**src/rtl/trb_mem_sched.sv**
```systemverilog
// Trace buffer memory scheduler.
// Sits between the tracer and a single-port synchronous trace RAM. Store
// and load requests are buffered one deep. A small FSM serialises them onto
// the RAM port, so only one access is outstanding at a time. The buffer is
// a circular FIFO over the RAM. In trace mode, a full buffer overwrites its
// oldest word. In stream mode, a full buffer back-pressures the tracer.
// In trace mode, a delayed trigger freezes capture.

package DTB_PKG;
  localparam int TRB_WIDTH = 32;
endpackage

module trb_mem_sched #(
  parameter int TRB_DEPTH = 256
) (
  input  logic                               FPGA_CLK_I,
  input  logic                               RST_I,
  input  logic                               MODE_I,
  input  logic                               STORE_I,
  input  logic [DTB_PKG::TRB_WIDTH-1:0]      DATA_I,
  output logic                               STORE_PERM_O,
  input  logic                               LOAD_REQUEST_I,
  output logic                               LOAD_GRANT_O,
  output logic [DTB_PKG::TRB_WIDTH-1:0]      DATA_O,
  input  logic                               TRG_DELAYED_I,
  output logic                               FROZEN_O,
  output logic [$clog2(TRB_DEPTH)-1:0]       TRG_ADDR_O,
  output logic                               OVERFLOW_O,
  output logic                               MEM_WE_O,
  output logic [$clog2(TRB_DEPTH)-1:0]       MEM_ADDR_O,
  output logic [DTB_PKG::TRB_WIDTH-1:0]      MEM_WDATA_O,
  input  logic [DTB_PKG::TRB_WIDTH-1:0]      MEM_RDATA_I
);

  localparam int W  = DTB_PKG::TRB_WIDTH;
  localparam int AW = $clog2(TRB_DEPTH);

  localparam logic [AW:0] FULL_COUNT = (AW+1)'(TRB_DEPTH);

  localparam logic [1:0] ST_IDLE    = 2'd0;
  localparam logic [1:0] ST_WR      = 2'd1;
  localparam logic [1:0] ST_RD      = 2'd2;
  localparam logic [1:0] ST_RD_WAIT = 2'd3;

  logic [1:0]    state;
  logic [1:0]    state_next;

  logic [W-1:0]  store_buf;
  logic          store_pending;
  logic          load_pending;
  logic          overflow;

  logic [AW-1:0] wptr;
  logic [AW-1:0] rptr;
  logic [AW:0]   count;

  logic          mode_q;
  logic          perm_en;
  logic          last_store;

  logic          frozen;
  logic [AW-1:0] trg_addr;

  logic          mem_we;
  logic [AW-1:0] mem_addr;
  logic [W-1:0]  mem_wdata;

  logic          grant;
  logic [W-1:0]  data_out;

  logic          trace_mode;
  logic          frozen_eff;
  logic          full;
  logic          store_elig;
  logic          load_elig;
  logic          pick_store;
  logic          pick_load;
  logic          launch_wr;
  logic          launch_rd;
  logic          wr_done;
  logic          rd_done;

  // Eligibility and arbitration between the buffered store and load.
  // In stream mode a full buffer holds the store back rather than
  // overwriting unread data. The last-served bit only changes when both
  // requests compete, so the store is served first after reset.
  always_comb begin
    trace_mode = ~mode_q;
    frozen_eff = frozen & trace_mode;
    full       = (count == FULL_COUNT);
    store_elig = store_pending & (trace_mode | ~full);
    load_elig  = load_pending & (count != '0);
    pick_store = store_elig & (~load_elig | ~last_store);
    pick_load  = load_elig & ~pick_store;
    wr_done    = (state == ST_WR);
    rd_done    = (state == ST_RD_WAIT);
  end

  // Next-state logic. Each memory operation returns to IDLE before the
  // next one can start.
  always_comb begin
    state_next = state;
    launch_wr  = 1'b0;
    launch_rd  = 1'b0;
    case (state)
      ST_IDLE: begin
        if (pick_store) begin
          state_next = ST_WR;
          launch_wr  = 1'b1;
        end else if (pick_load) begin
          state_next = ST_RD;
          launch_rd  = 1'b1;
        end
      end
      ST_WR:      state_next = ST_IDLE;
      ST_RD:      state_next = ST_RD_WAIT;
      ST_RD_WAIT: state_next = ST_IDLE;
      default:    state_next = ST_IDLE;
    endcase
  end

  // FSM state register.
  always_ff @(posedge FPGA_CLK_I) begin
    if (RST_I) begin
      state <= ST_IDLE;
    end else begin
      state <= state_next;
    end
  end

  // One-word store buffer. A pulse that finds the buffer full is lost and
  // sets the sticky overflow flag. Stores are discarded while frozen.
  always_ff @(posedge FPGA_CLK_I) begin
    if (RST_I) begin
      store_buf     <= '0;
      store_pending <= 1'b0;
      overflow      <= 1'b0;
    end else begin
      if (STORE_I && store_pending) begin
        overflow <= 1'b1;
      end
      if (wr_done) begin
        store_pending <= 1'b0;
      end else if (STORE_I && !store_pending && !frozen_eff) begin
        store_buf     <= DATA_I;
        store_pending <= 1'b1;
      end
    end
  end

  // Load request flag. Requests arriving while one is outstanding merge
  // into it, and the flag clears when the word is returned.
  always_ff @(posedge FPGA_CLK_I) begin
    if (RST_I) begin
      load_pending <= 1'b0;
    end else if (rd_done) begin
      load_pending <= 1'b0;
    end else if (LOAD_REQUEST_I) begin
      load_pending <= 1'b1;
    end
  end

  // Circular buffer pointers and fill count. A write into a full buffer
  // can only happen in trace mode. It drops the oldest word by moving the
  // read pointer along with the write pointer.
  always_ff @(posedge FPGA_CLK_I) begin
    if (RST_I) begin
      wptr  <= '0;
      rptr  <= '0;
      count <= '0;
    end else if (wr_done) begin
      wptr <= wptr + 1'b1;
      if (full) begin
        rptr <= rptr + 1'b1;
      end else begin
        count <= count + 1'b1;
      end
    end else if (rd_done) begin
      rptr  <= rptr + 1'b1;
      count <= count - 1'b1;
    end
  end

  // Registered memory port. The strobe and address are presented during
  // WR or RD. Write enable is high only for the WR cycle.
  always_ff @(posedge FPGA_CLK_I) begin
    if (RST_I) begin
      mem_we    <= 1'b0;
      mem_addr  <= '0;
      mem_wdata <= '0;
    end else begin
      mem_we <= launch_wr;
      if (launch_wr) begin
        mem_addr  <= wptr;
        mem_wdata <= store_buf;
      end else if (launch_rd) begin
        mem_addr <= rptr;
      end
    end
  end

  // Read return. Capture the RAM word in RD_WAIT and grant it one cycle
  // later. DATA_O holds that word until the next grant.
  always_ff @(posedge FPGA_CLK_I) begin
    if (RST_I) begin
      grant    <= 1'b0;
      data_out <= '0;
    end else begin
      grant <= rd_done;
      if (rd_done) begin
        data_out <= MEM_RDATA_I;
      end
    end
  end

  // Freeze on the first delayed trigger in trace mode, recording the write
  // pointer. Only reset clears the freeze.
  always_ff @(posedge FPGA_CLK_I) begin
    if (RST_I) begin
      frozen   <= 1'b0;
      trg_addr <= '0;
    end else if (!frozen && trace_mode && TRG_DELAYED_I) begin
      frozen   <= 1'b1;
      trg_addr <= wptr;
    end
  end

  // Housekeeping: mode is sampled only in IDLE. perm_en keeps the store
  // permission low through reset. The arbitration bit records who won
  // the last contended decision.
  always_ff @(posedge FPGA_CLK_I) begin
    if (RST_I) begin
      mode_q     <= 1'b0;
      perm_en    <= 1'b0;
      last_store <= 1'b0;
    end else begin
      perm_en <= 1'b1;
      if (state == ST_IDLE) begin
        mode_q <= MODE_I;
      end
      if ((launch_wr || launch_rd) && store_elig && load_elig) begin
        last_store <= launch_wr;
      end
    end
  end

  assign STORE_PERM_O = perm_en & ~store_pending & ~frozen_eff & (trace_mode | ~full);
  assign LOAD_GRANT_O = grant;
  assign DATA_O       = data_out;
  assign FROZEN_O     = frozen;
  assign TRG_ADDR_O   = trg_addr;
  assign OVERFLOW_O   = overflow;
  assign MEM_WE_O     = mem_we;
  assign MEM_ADDR_O   = mem_addr;
  assign MEM_WDATA_O  = mem_wdata;

endmodule

```
**config.mk**
```make
export PLATFORM = sky130hd
export DESIGN_NAME = trb_mem_sched
export DESIGN_NICKNAME = d
export VERILOG_FILES = /design/src/rtl/trb_mem_sched.sv
export SDC_FILE = /design/constraint.sdc
export NUM_CORES = 1
export LEC_CHECK = 0
export BUFFER_PORTS_ARGS = -buffer_cell sky130_fd_sc_hd__buf_2
export CAP_MARGIN = 0
export CELL_PAD_IN_SITES_DETAIL_PLACEMENT = 2
export CELL_PAD_IN_SITES_GLOBAL_PLACEMENT = 2
export CORE_MARGIN = 10
export CORE_UTILIZATION = 32
export CTS_BUF_LIST = sky130_fd_sc_hd__clkbuf_4
export DETAILED_ROUTE_END_ITERATION = 10
export GPL_TIMING_DRIVEN = 0
export PLACE_DENSITY_LB_ADDON = 0.1
export SYNTH_ARGS = -nofsm -noshare
export SYNTH_HDL_FRONTEND = slang
export SYNTH_SLANG_ARGS = --single-unit
```
**constraint.sdc**
```tcl
create_clock -name FPGA_CLK_I -period 3.1 [get_ports FPGA_CLK_I]
set_input_delay 0.775 -clock FPGA_CLK_I [delete_from_list [all_inputs] [get_ports FPGA_CLK_I]]
set_output_delay 0.775 -clock FPGA_CLK_I [all_outputs]
set_load 0.05 [all_outputs]
```
---- After elaboration in Yosys (flattened, before gate mapping) ----
Cells that the tools add are included.
word-level totals
  memory bits (writable) .................. 0
  output and inout port bits .............. 85
  ROM bits ................................ 0
  memories kept ........................... 0
  input bits .............................. 70
  bits in latches ......................... 0
  logic and storage cells ................. 85
  register bits after elaboration ......... 148
cells by class
  add/subtract/negate cells ............... 4
  equality and inequality tests ........... 7
  multipliers ............................. 0
  mux-type cells .......................... 17
  bitwise operators ....................... 18
  order comparisons ....................... 0
  divide/modulo/power cells ............... 0
  reductions and logical operators ........ 21
  shift operators ......................... 0
operators by type and width
  kind                                                                number
  8-bit 2-to-1 mux                                                    5
  9-bit 2-to-1 mux                                                    3
  8-bit by 1-bit adder with 8-bit output, second input constant       2
  9-bit by 1-bit adder with 9-bit output, second input constant       1
  9-bit == test, second input constant                                1
  9-bit nonzero test                                                  1
  9-bit by 1-bit subtractor with 9-bit output, second input constant  1
  1-bit AND                                                           8
  1-bit inverter                                                      8
  1-bit logical AND                                                   7
  1-bit 2-to-1 mux                                                    6
  2-bit case mux with 3 select lines                                  1
  2-bit AND reduction                                                 3
  2-bit OR reduction                                                  3
  2-bit == test, second input constant                                2
  2-bit 2-to-1 mux                                                    2
  2-bit != test, second input constant                                2
  2-bit nonzero test                                                  2
  1-bit zero test                                                     3
  3-bit != test, second input constant                                1
  2-bit by 1-bit == test with 1-bit output, second input constant     1
  2-bit zero test                                                     1
  1-bit bitwise OR                                                    2
  1-bit logical OR                                                    1

---- Longest topological paths before layout ----
Gate-level depths: netlist of run 1.
  depth after elaboration ................. 13
  mapped depth ............................ 9
  gate-level depth less buffers ........... 9

---- Worst setup path after synthesis of run 1 ----
OpenSTA, ideal clock, no wires.
  path type ............................... register to register
  start point ............................. reg state[0]
  end point ............................... reg count[8]
  buffers on the path ..................... 0
  library setup time ...................... 0.096 ns
  data required time ...................... 3.004 ns
  stages on the path, launching flop included .. 10
  clock period less this slack ............ 2.404 ns
  arrival time ............................ 2.308 ns
  setup slack ............................. 0.696 ns
  cells stage by stage .................... dfxtp_1 -> nor2b_1 -> inv_1 -> fa_1 -> a21oi_1 -> o2111ai_1 -> a21o_1 -> a21oi_1 -> a21oi_1 -> nor4b_1
between the ends
  cells in the longest elaborated chain, start to end .. 3
  elaborated cells on any way between the ends .. 6
  those cells by class .................... 3 x eq/ne; 1 x mux; 2 x reduce/logical
RTL lines
  item                                                                              RTL line  source
  start, declared                                                                   45        logic [1:0] state;
  start signal, assigned                                                            127       state <= state_next;
  2-bit by 1-bit == test with 1-bit output / 2-bit == test (equally long branches)  95, 96
  2-bit != test (no source line) / 2-bit nonzero test (equally long branches)       --
  2-bit AND reduction (no source line)                                              --
  end signal, assigned                                                              176       count <= count + 1'b1;
  end signal, assigned                                                              180       count <= count - 1'b1;
  end, declared                                                                     55        logic [AW:0] count;
Parallel ways exist; a longest one is shown, timed or not.
A chain may end at the register's enable or synchronous reset.

---- Final worst setup path of run 1 ----
Ends and elaborated chain as after synthesis.

==> results.md, run 1 <==
- CP Class: reg2reg
- Total core area: 0.0171 mm²
- First-pass GRT wire length: 29400 µm
- Ys Warns: 0
- Max stage delay on crit path: 0.45 ns
- Clk pwr share: 20.1%
- PD cells: 851 mW/mm²
- Longest Clk Path Bufs: 2
- Final TNS setup: 0 ns
- Hpwl dp: 14100 µm
- Die area: 0.0230 mm²
- Bufs and invs on worst path: 2
- Remaining antenna violation count after routing: 0
- Synth-to-Final Area Change: 24.4%
- Hold-fix buffers, CTS: 0
- R2r setup slk: 0.30 ns
- Most common cell on crit path: a21oi_1
- Main area contributors after synthesis: dfxtp_1 (53%), nand2_1 (9.5%), a21oi_1 (7.4%)
- Largest net degree at the start of global routing: 17
- Fillers: 1977
- Nets: 864
- Clock tree from TritonCTS: yes
- VDD IR max: 0.300 mV
- FF+latch area: 0.00296 mm²
- Syn avg cell area: 9.08 µm²
- Clock H-tree levels: 4
- Final cell count without fillers: 1022
- Crit-path cells: nor2b_4 > clkinvlp_4 > buf_12 > ha_1 > a21oi_1 > o2111ai_1 > a21o_1 > a21oi_1 > a21oi_1 > nor4b_1
- Mapped Area: 0.00554 mm²
- Setup WS pre-CTS: 0.131 ns
- CP top delay family: compound AO/OA/AOI/OAI gates
- TritonCTS Sinks: 148
- Root Buffer: clkbuf_4
- Initial Util: 32.4%
- Yosys top cell by area: dfxtp_1
- Multi-input logic area: 0.00238 mm²
- Sw Pwr: 2.41 mW
- Chip Width: 152 µm
- Vias in the first global route: 5668
- Max FO, Critical Path: 8
- WL per Instance: 18.0 µm
- Clock Skews: 0.0216 ns
- Clock buffer count from CTS: 17
- Critical path data required time: 3.54 ns
- Antenna violations before repair: 2
- Routed vias/inst: 4.93
- Combinational share of power: 40.2%
- Final Hold Vio Count: 0
- Top cell type's share of synthesized area: 53.5%
- # DRC: 0
- Routed WL: 18400 µm
- Vias: 5036
- CP startpoint kind: register
- I/O Buffers: 153
- Ys async rst share: 0%
- Critical-path top delay cell: dfxtp_1
- Max Clk Rate: 357 MHz
- Status: finished clean
- Core Util, Final: 40.3%
- Layout cells sized above 1: 25.0%
- Pins Over Slew Limit: 0
- Global placement routability congestion: 0.786
- Leak: 2.95 nW
- Int Power: 3.45 mW
- Chip height: 152 µm
- HP Class: in2reg
- Unique masters post-synth: 43
- Gr usage total: 16.1%
- Register clock-pin slew on the reported worst setup and hold paths: 0.14 ns
- Top_reg_cell synth: dfxtp_1
- RSZ-0062 raised after global routing: no
- Top-count cell post-synth: dfxtp_1
- Finish-stage setup viols: 0
- Power consumption: 5.86 mW
- I/O pin cnt: 155
- Clk_lat worst skew: 0.56 ns
- List of most frequent post-synthesis cells: dfxtp_1 (148), nand2_1 (140), a21oi_1 (82)
- Post-Synthesis Cells: 610
- Row cnt: 48
- Post-synthesis sequential area ratio: 53.5%
- Grt ovf: 0
- Worst Tran Pin Value: 0.762 ns
- Register share of total power: 39.7%
- CP endpoint kind: register
- Tcrit/Tclk final: 90.5%
- DRT Pass-1 Iters: 4
- Fin worst setup slack: 0.295 ns
- Crit path DAT: 3.25 ns
- Tmin final: 2.80 ns
- Register bit total from synthesis: 148
- Normalized max-slew margin: 49.2%
- Switch share: 41.1%
- Max-Cap Viols: 0
- EDFF count, synth: 0
- Syn Nets: 690
- Placed Cells incl. Taps: 988
- Number of DRC markers in iteration 0: 129
[layout make-up]
type | count | share of cell area, %
Clock inverter | 14 | 1.98
Inverter | 7 | 0.436
Timing Repair Buffer | 155 | 11.5
Clock buffer | 17 | 1.85
Buffer | 42 | 2.56
Tap cell | 225 | 4.08
Antenna cell | 1 | 0.0363
Sequential cell | 148 | 43.0
Multi-Input combinational cell | 413 | 34.6
[what timing repair did]
item,CTS,global route
endpoints found under the hold margin,0,0
endpoints found under the setup margin,0,2
gates resized for setup,0,3
setup buffers,0,2
[power groups by stage]
stage / Combinational [mW] / Sequential (mW) / Clock (mW)
2_1_floorplan: 1.45 / 2.59 / 0
3_3_place_gp: 2.22 / 2.35 / 0
3_5_place_dp: 2.32 / 2.37 / 0
4_1_cts: 2.34 / 2.33 / 1.24
5_1_grt: 2.63 / 2.37 / 1.32
6_report: 2.36 / 2.33 / 1.18
[cells in the final DEF (no fill, tap or decap), types with 11 or more instances in the layout]
| cell | count |
|---|---|
| a21oi_1 | 82 |
| a22o_1 | 32 |
| buf_2 | 156 |
| clkbuf_1 | 32 |
| clkbuf_4 | 17 |
| dfxtp_1 | 148 |
| mux2i_1 | 13 |
| nand2_1 | 140 |
| nor2_1 | 41 |
| xor2_1 | 11 |
[routing by layer]
metal	GRT usage, %	share of wire, %
met5	0	0.071
met4	5.00	1.1
met3	6.03	7.7
met2	27.7	49
met1	18.1	42
[through the flow]
stage                     hold slack [ns]  instance area (µm²)
after floorplan                     0.432                 5540
after global placement              0.437                 6590
after detailed placement            0.451                 6590
after CTS                           0.369                 6850
after global routing                0.358                 6890
final                               0.415                 6890
[worst reg2reg max path: stages (launching register included)]
cell and delay (ns):
dfxtp_1 0.45, nor2b_4 0.28, clkinvlp_4 0.20, buf_12 0.18, ha_1 0.33, a21oi_1 0.28
o2111ai_1 0.23, a21o_1 0.22, a21oi_1 0.19, a21oi_1 0.06, nor4b_1 0.28
[final timing paths]
check                                             startpoint                           end  depth (start not counted)
worst max register to register         state[0]$_SDFFE_PP0P_         count[8]$_SDFFE_PP0P_                         10
worst max-delay path                   state[0]$_SDFFE_PP0P_         count[8]$_SDFFE_PP0P_                         10
worst min-delay path                          MEM_RDATA_I[4]        DATA_O[4]$_SDFFE_PP0P_                          2
worst min register to register  MEM_WDATA_O[14]$_SDFFE_PP0P_  MEM_WDATA_O[14]$_SDFFE_PP0P_                          2
[kinds of logic after synthesis]
family          Yosys count  share of synthesized area, %
compound gates          149                          17.8
xor+xnor                 19                          3.00
fa+ha+maj                10                          2.39
mux                      13                          2.35
flops                   148                          53.5
buf+inv                  49                          3.66
simple gates            222                          17.4
[state kept, by name, indices dropped and copies added (netlist names)]
name / cells
MEM_WDATA_O: 32
LOAD_GRANT_O: 1
FROZEN_O: 1
DATA_O: 32
wptr: 8
rptr: 8
load_pending: 1
perm_en: 1
last_store: 1
MEM_ADDR_O: 8
store_pending: 1
MEM_WE_O: 1
count: 9
store_buf: 32
state: 2
TRG_ADDR_O: 8
mode_q: 1
OVERFLOW_O: 1
(Power assumes the default switching activity.)
==> inputs of run 2 (changes only) <==
--- a/config.mk
+++ b/config.mk
@@ -5,12 +5,13 @@
 export SDC_FILE = /design/constraint.sdc
 export NUM_CORES = 1
 export LEC_CHECK = 0
+export ABC_AREA = 1
 export BUFFER_PORTS_ARGS = -buffer_cell sky130_fd_sc_hd__buf_2
 export CAP_MARGIN = 0
 export CELL_PAD_IN_SITES_DETAIL_PLACEMENT = 2
 export CELL_PAD_IN_SITES_GLOBAL_PLACEMENT = 2
 export CORE_MARGIN = 10
-export CORE_UTILIZATION = 32
+export CORE_UTILIZATION = 31
 export CTS_BUF_LIST = sky130_fd_sc_hd__clkbuf_4
 export DETAILED_ROUTE_END_ITERATION = 10
 export GPL_TIMING_DRIVEN = 0
==> run 2 against run 1 <==
  * Power is 4.8% lower
  * Combinational power shrank 15%
  * Worst hold slack lost 0.030 ns
  * Sequential share of layout area shrank 2.1 points
  * Largest cell class unchanged
  * Via count is 16% higher
  * Fmax increased by 8.7%
  * Largest power group is now registers
  * Critical path depth down 3
  * Critical path type is now reg2out
  * Global-route usage increased by 1.5 points
  * Wire length is 18% higher
==> results.md, run 2 <==
- Status: finished clean
- Main area contributors after synthesis: dfxtp_1 (50%), nand2_1 (10%), a21oi_1 (9.5%)
- Max-Cap Viols: 0 (unchanged)
- Worst-case reg-to-reg path depth: 11 (+1)
- HP Class: in2reg
- RSZ-0062 raised after global routing: no
- Routed vias/inst: 4.95 (+0.47%)
- Remaining antenna violation count after routing: 0 (unchanged)
- EDFF count, synth: 0 (unchanged)
- Nets: 1011 (+17%)
- Post-synthesis sequential area ratio: 50.2% (-3.3 points)
- Clk pwr share: 22.4% (+2.3 points)
- Yosys top cell by area: dfxtp_1
- Post-synthesis compound-gate area fraction: 15.2% (-2.5 points)
- WL per Instance: 18.5 µm (+2.9%)
- Row cnt: 50 (+4.2%)
- Final TNS setup: 0 ns (unchanged)
- XOR/XNOR share of the synthesized area: 1.63% (-1.4 points)
- Chip height: 158 µm (+4.3%)
- Register bit total from synthesis: 148 (unchanged)
- Mux contribution to synthesized area: 0% (-2.3 points)
- Top-count cell post-synth: nand2_1
- DRT Pass-1 Iters: 4 (unchanged)
- Worst Tran Pin Value: 0.794 ns (+0.0326 ns)
- Worst reg2reg startpoint: state[0]$_SDFFE_PP0P_
- R2r setup slk: 1.02 ns (+0.72 ns)
- Int Power: 3.28 mW (-5.1%)
- Post-DP Area: 0.00697 mm² (+5.8%)
- Pins Over Slew Limit: 0 (unchanged)
- Layout cells sized above 1: 23.1% (-1.9 points)
- Max Clk Rate: 388 MHz (+8.7%)
- Core Util, Final: 38.7% (-1.5 points)
- Syn Nets: 838 (+21%)
- Leak: 3.35 nW (+13%)
- Normalized max-slew margin: 47.0% (-2.2 points)
- PD cells: 770 mW/mm² (-9.4%)
- Combinational share of power: 35.8% (-4.4 points)
- Gr usage total: 17.6% (+1.5 points)
- Root Buffer: clkbuf_4
- CTS resizes: 0 (unchanged)
- Hold WS: 0.386 ns (-0.0296 ns)
- Ys Warns: 0 (unchanged)
- First-pass GRT wire length: 34700 µm (+18%)
- Crit-path cells: nor2_1 > nand2_1 > nor2_2 > nand3_1 > nand3_1 > inv_1 > buf_2
- Top_reg_cell synth: dfxtp_1
- Chip Width: 158 µm (+4.3%)
- Hpwl dp: 16800 µm (+19%)
- Mapped Area: 0.00591 mm² (+6.6%)
- Post-Synthesis Cells: 758 (+24%)
- Ys async rst share: 0% (unchanged)
- I/O pin cnt: 155 (unchanged)
- VDD IR max: 0.246 mV (-18%)
- Vias in the first global route: 6575 (+16%)
- Clock H-tree levels: 4 (unchanged)
- Most frequent cells in the layout: buf_2 (172), nand2_1 (165), dfxtp_1 (148)
- Largest family of logic cells by synthesized area: simple AND/OR/NAND/NOR gates
- I/O Buffers: 154 (+0.65%)
- Clock Skews: 0.0181 ns (-0.00353 ns)
- Number of DRC markers in iteration 0: 206 (+60%)
- Crit path DAT: 1.80 ns (-1.45 ns)
- Routed WL: 21800 µm (+18%)
- Design Area, Final: 0.00725 mm² (+5.2%)
- Top cell type's share of synthesized area: 50.2% (-3.3 points)
- List of most frequent post-synthesis cells: nand2_1 (165), dfxtp_1 (148), a21oi_1 (112)
- Global placement routability congestion: 0.851 (+8.2%)
- Unique masters post-synth: 30 (-30%)
- Worst Hold End: DATA_O[12]$_SDFFE_PP0P_
- Syn avg cell area: 7.79 µm² (-14%)
- Register clock-pin slew on the reported worst setup and hold paths: 0.12 ns (-0.02 ns)
- Clock tree from TritonCTS: yes
- Die area: 0.0250 mm² (+8.7%)
- Hold-fix buffers, CTS: 0 (unchanged)
- Adder-Cell Fraction of Synth Area: 2.25% (-0.15 points)
- Hold path depth: 3 (+1)
- Final Hold Vio Count: 0 (unchanged)
- Grt ovf: 0 (unchanged)
- Simple-Gate Fraction of Synth Area: 22.2% (+4.8 points)
- Setup WS pre-CTS: 0.637 ns (+0.506 ns)
- Critical path data required time: 2.32 ns (-1.22 ns)
- Longest Clk Path Bufs: 2 (unchanged)
- RR Endpoint: count[8]$_SDFFE_PP0P_
- Commonest non-fill, non-tap cell in the layout: buf_2
- CP startpoint kind: register
- Tmin final: 2.58 ns (-0.225 ns)
- Fin worst setup slack: 0.521 ns (+0.225 ns)
- Switch share: 41.3% (+0.18 points)
- Setup bufs post-CTS: 0 (unchanged)
- Sw Pwr: 2.31 mW (-4.3%)
- Max stage delay on crit path: 0.38 ns (-0.07 ns)
- Register share of total power: 41.8% (+2.1 points)
- Worst Hold Launch: MEM_RDATA_I[12]
- Synth-to-Final Area Change: 22.7%
- Initial Util: 31.6% (-0.79 points)
- Most common cell on crit path: nand3_1
- Antenna violations before repair: 1 (-1)
- CP endpoint kind: primary output
- Total core area: 0.0187 mm² (+9.3%)
- Vias: 5827 (+16%)
- CP Class: reg2out
- Max FO, Critical Path: 5 (-3)
- Clk_lat worst skew: 0.57 ns (about the same)
- Finish-stage setup viols: 0 (unchanged)
- Critical-path top delay cell: dfxtp_1
- Tcrit/Tclk final: 83.2% (-7.3 points)
- # DRC: 0 (unchanged)
- Largest net degree at the start of global routing: 17 (unchanged)
- TritonCTS Sinks: 148 (unchanged)
- Clock buffer count from CTS: 17 (unchanged)
run 2: cell types whose count changed in the layout (fill, tap and decap cells not counted), sizes merged, moves of 18 or more:
cell / before / now
o21ai: 5 / 56
inv: 8 / 74
a22o: 32 / 0
nand2: 142 / 167
nand3: 9 / 60
buf: 165 / 183
nor2: 41 / 22
a21oi: 82 / 112
nand4: 7 / 34
run 2: critical path: cells and delay by family, from the launching register on:
family | cells | cell delay [ns]
and+or+nand+nor | 5 | 0.63
DFF | 1 | 0.38
buffers and inverters | 2 | 0.24
run 2: worst max path at each step:
stage	start	to	slack, ns	cells after the start
final	count[0]$_SDFFE_PP0P_	STORE_PERM_O	0.52	7
after detailed placement	RST_I	store_buf[1]$_SDFFE_PP0P_	0.64	6
after CTS	count[0]$_SDFFE_PP0P_	STORE_PERM_O	0.45	7
after floorplan	FROZEN_O$_SDFFE_PP0P_	STORE_PERM_O	1.22	3
after global placement	RST_I	TRG_ADDR_O[7]$_SDFFE_PP0P_	0.71	6
after global routing	count[7]$_SDFFE_PP0P_	STORE_PERM_O	0.35	7
run 2: per-layer routing:
layer	vias up	track usage, %	part of all wire, %
met2	117	31.9	52
met5	-	0	0
met4	0	4.98	1.3
li1	2861	-	-
met3	20	4.83	4.9
met1	2829	19.6	42
run 2: logic make-up after synthesis:
kind of cell | count (synthesis)
AND/OR/NAND/NOR | 291
flip-flops | 148
adder cells (fa/ha/maj) | 10
AO/OA/AOI/OAI | 176
buffers and inverters | 122
XOR/XNOR | 11
run 2: final cells by class:
| cell class | count | area [µm²] |
|---|---|---|
| diodes | 1 | 2.50 |
| plain buffers | 48 | 225 |
| clock buffers | 18 | 135 |
| clock inverters | 12 | 140 |
| fillers | 2192 | 11500 |
| inverters | 74 | 280 |
| multi-input cells | 488 | 2440 |
| flip-flops and latches | 148 | 2960 |
| well taps | 234 | 293 |
| repair buffers | 154 | 771 |
run 2: through the flow:
step	total power [mW]	cells
4_1_cts	5.68	1176
3_5_place_dp	4.41	1146
3_3_place_gp	4.31	1146
6_report	5.58	1177
2_1_floorplan	3.79	758
5_1_grt	5.97	1177
run 2: power groups by stage:
stage / logic [mW] / clock network [mW] / registers [mW]
after floorplan: 1.04 / 0 / 2.74
after global placement: 1.95 / 0 / 2.36
after detailed placement: 2.03 / 0 / 2.38
after CTS: 2.04 / 1.30 / 2.34
after global routing: 2.23 / 1.37 / 2.37
final: 2.00 / 1.25 / 2.33
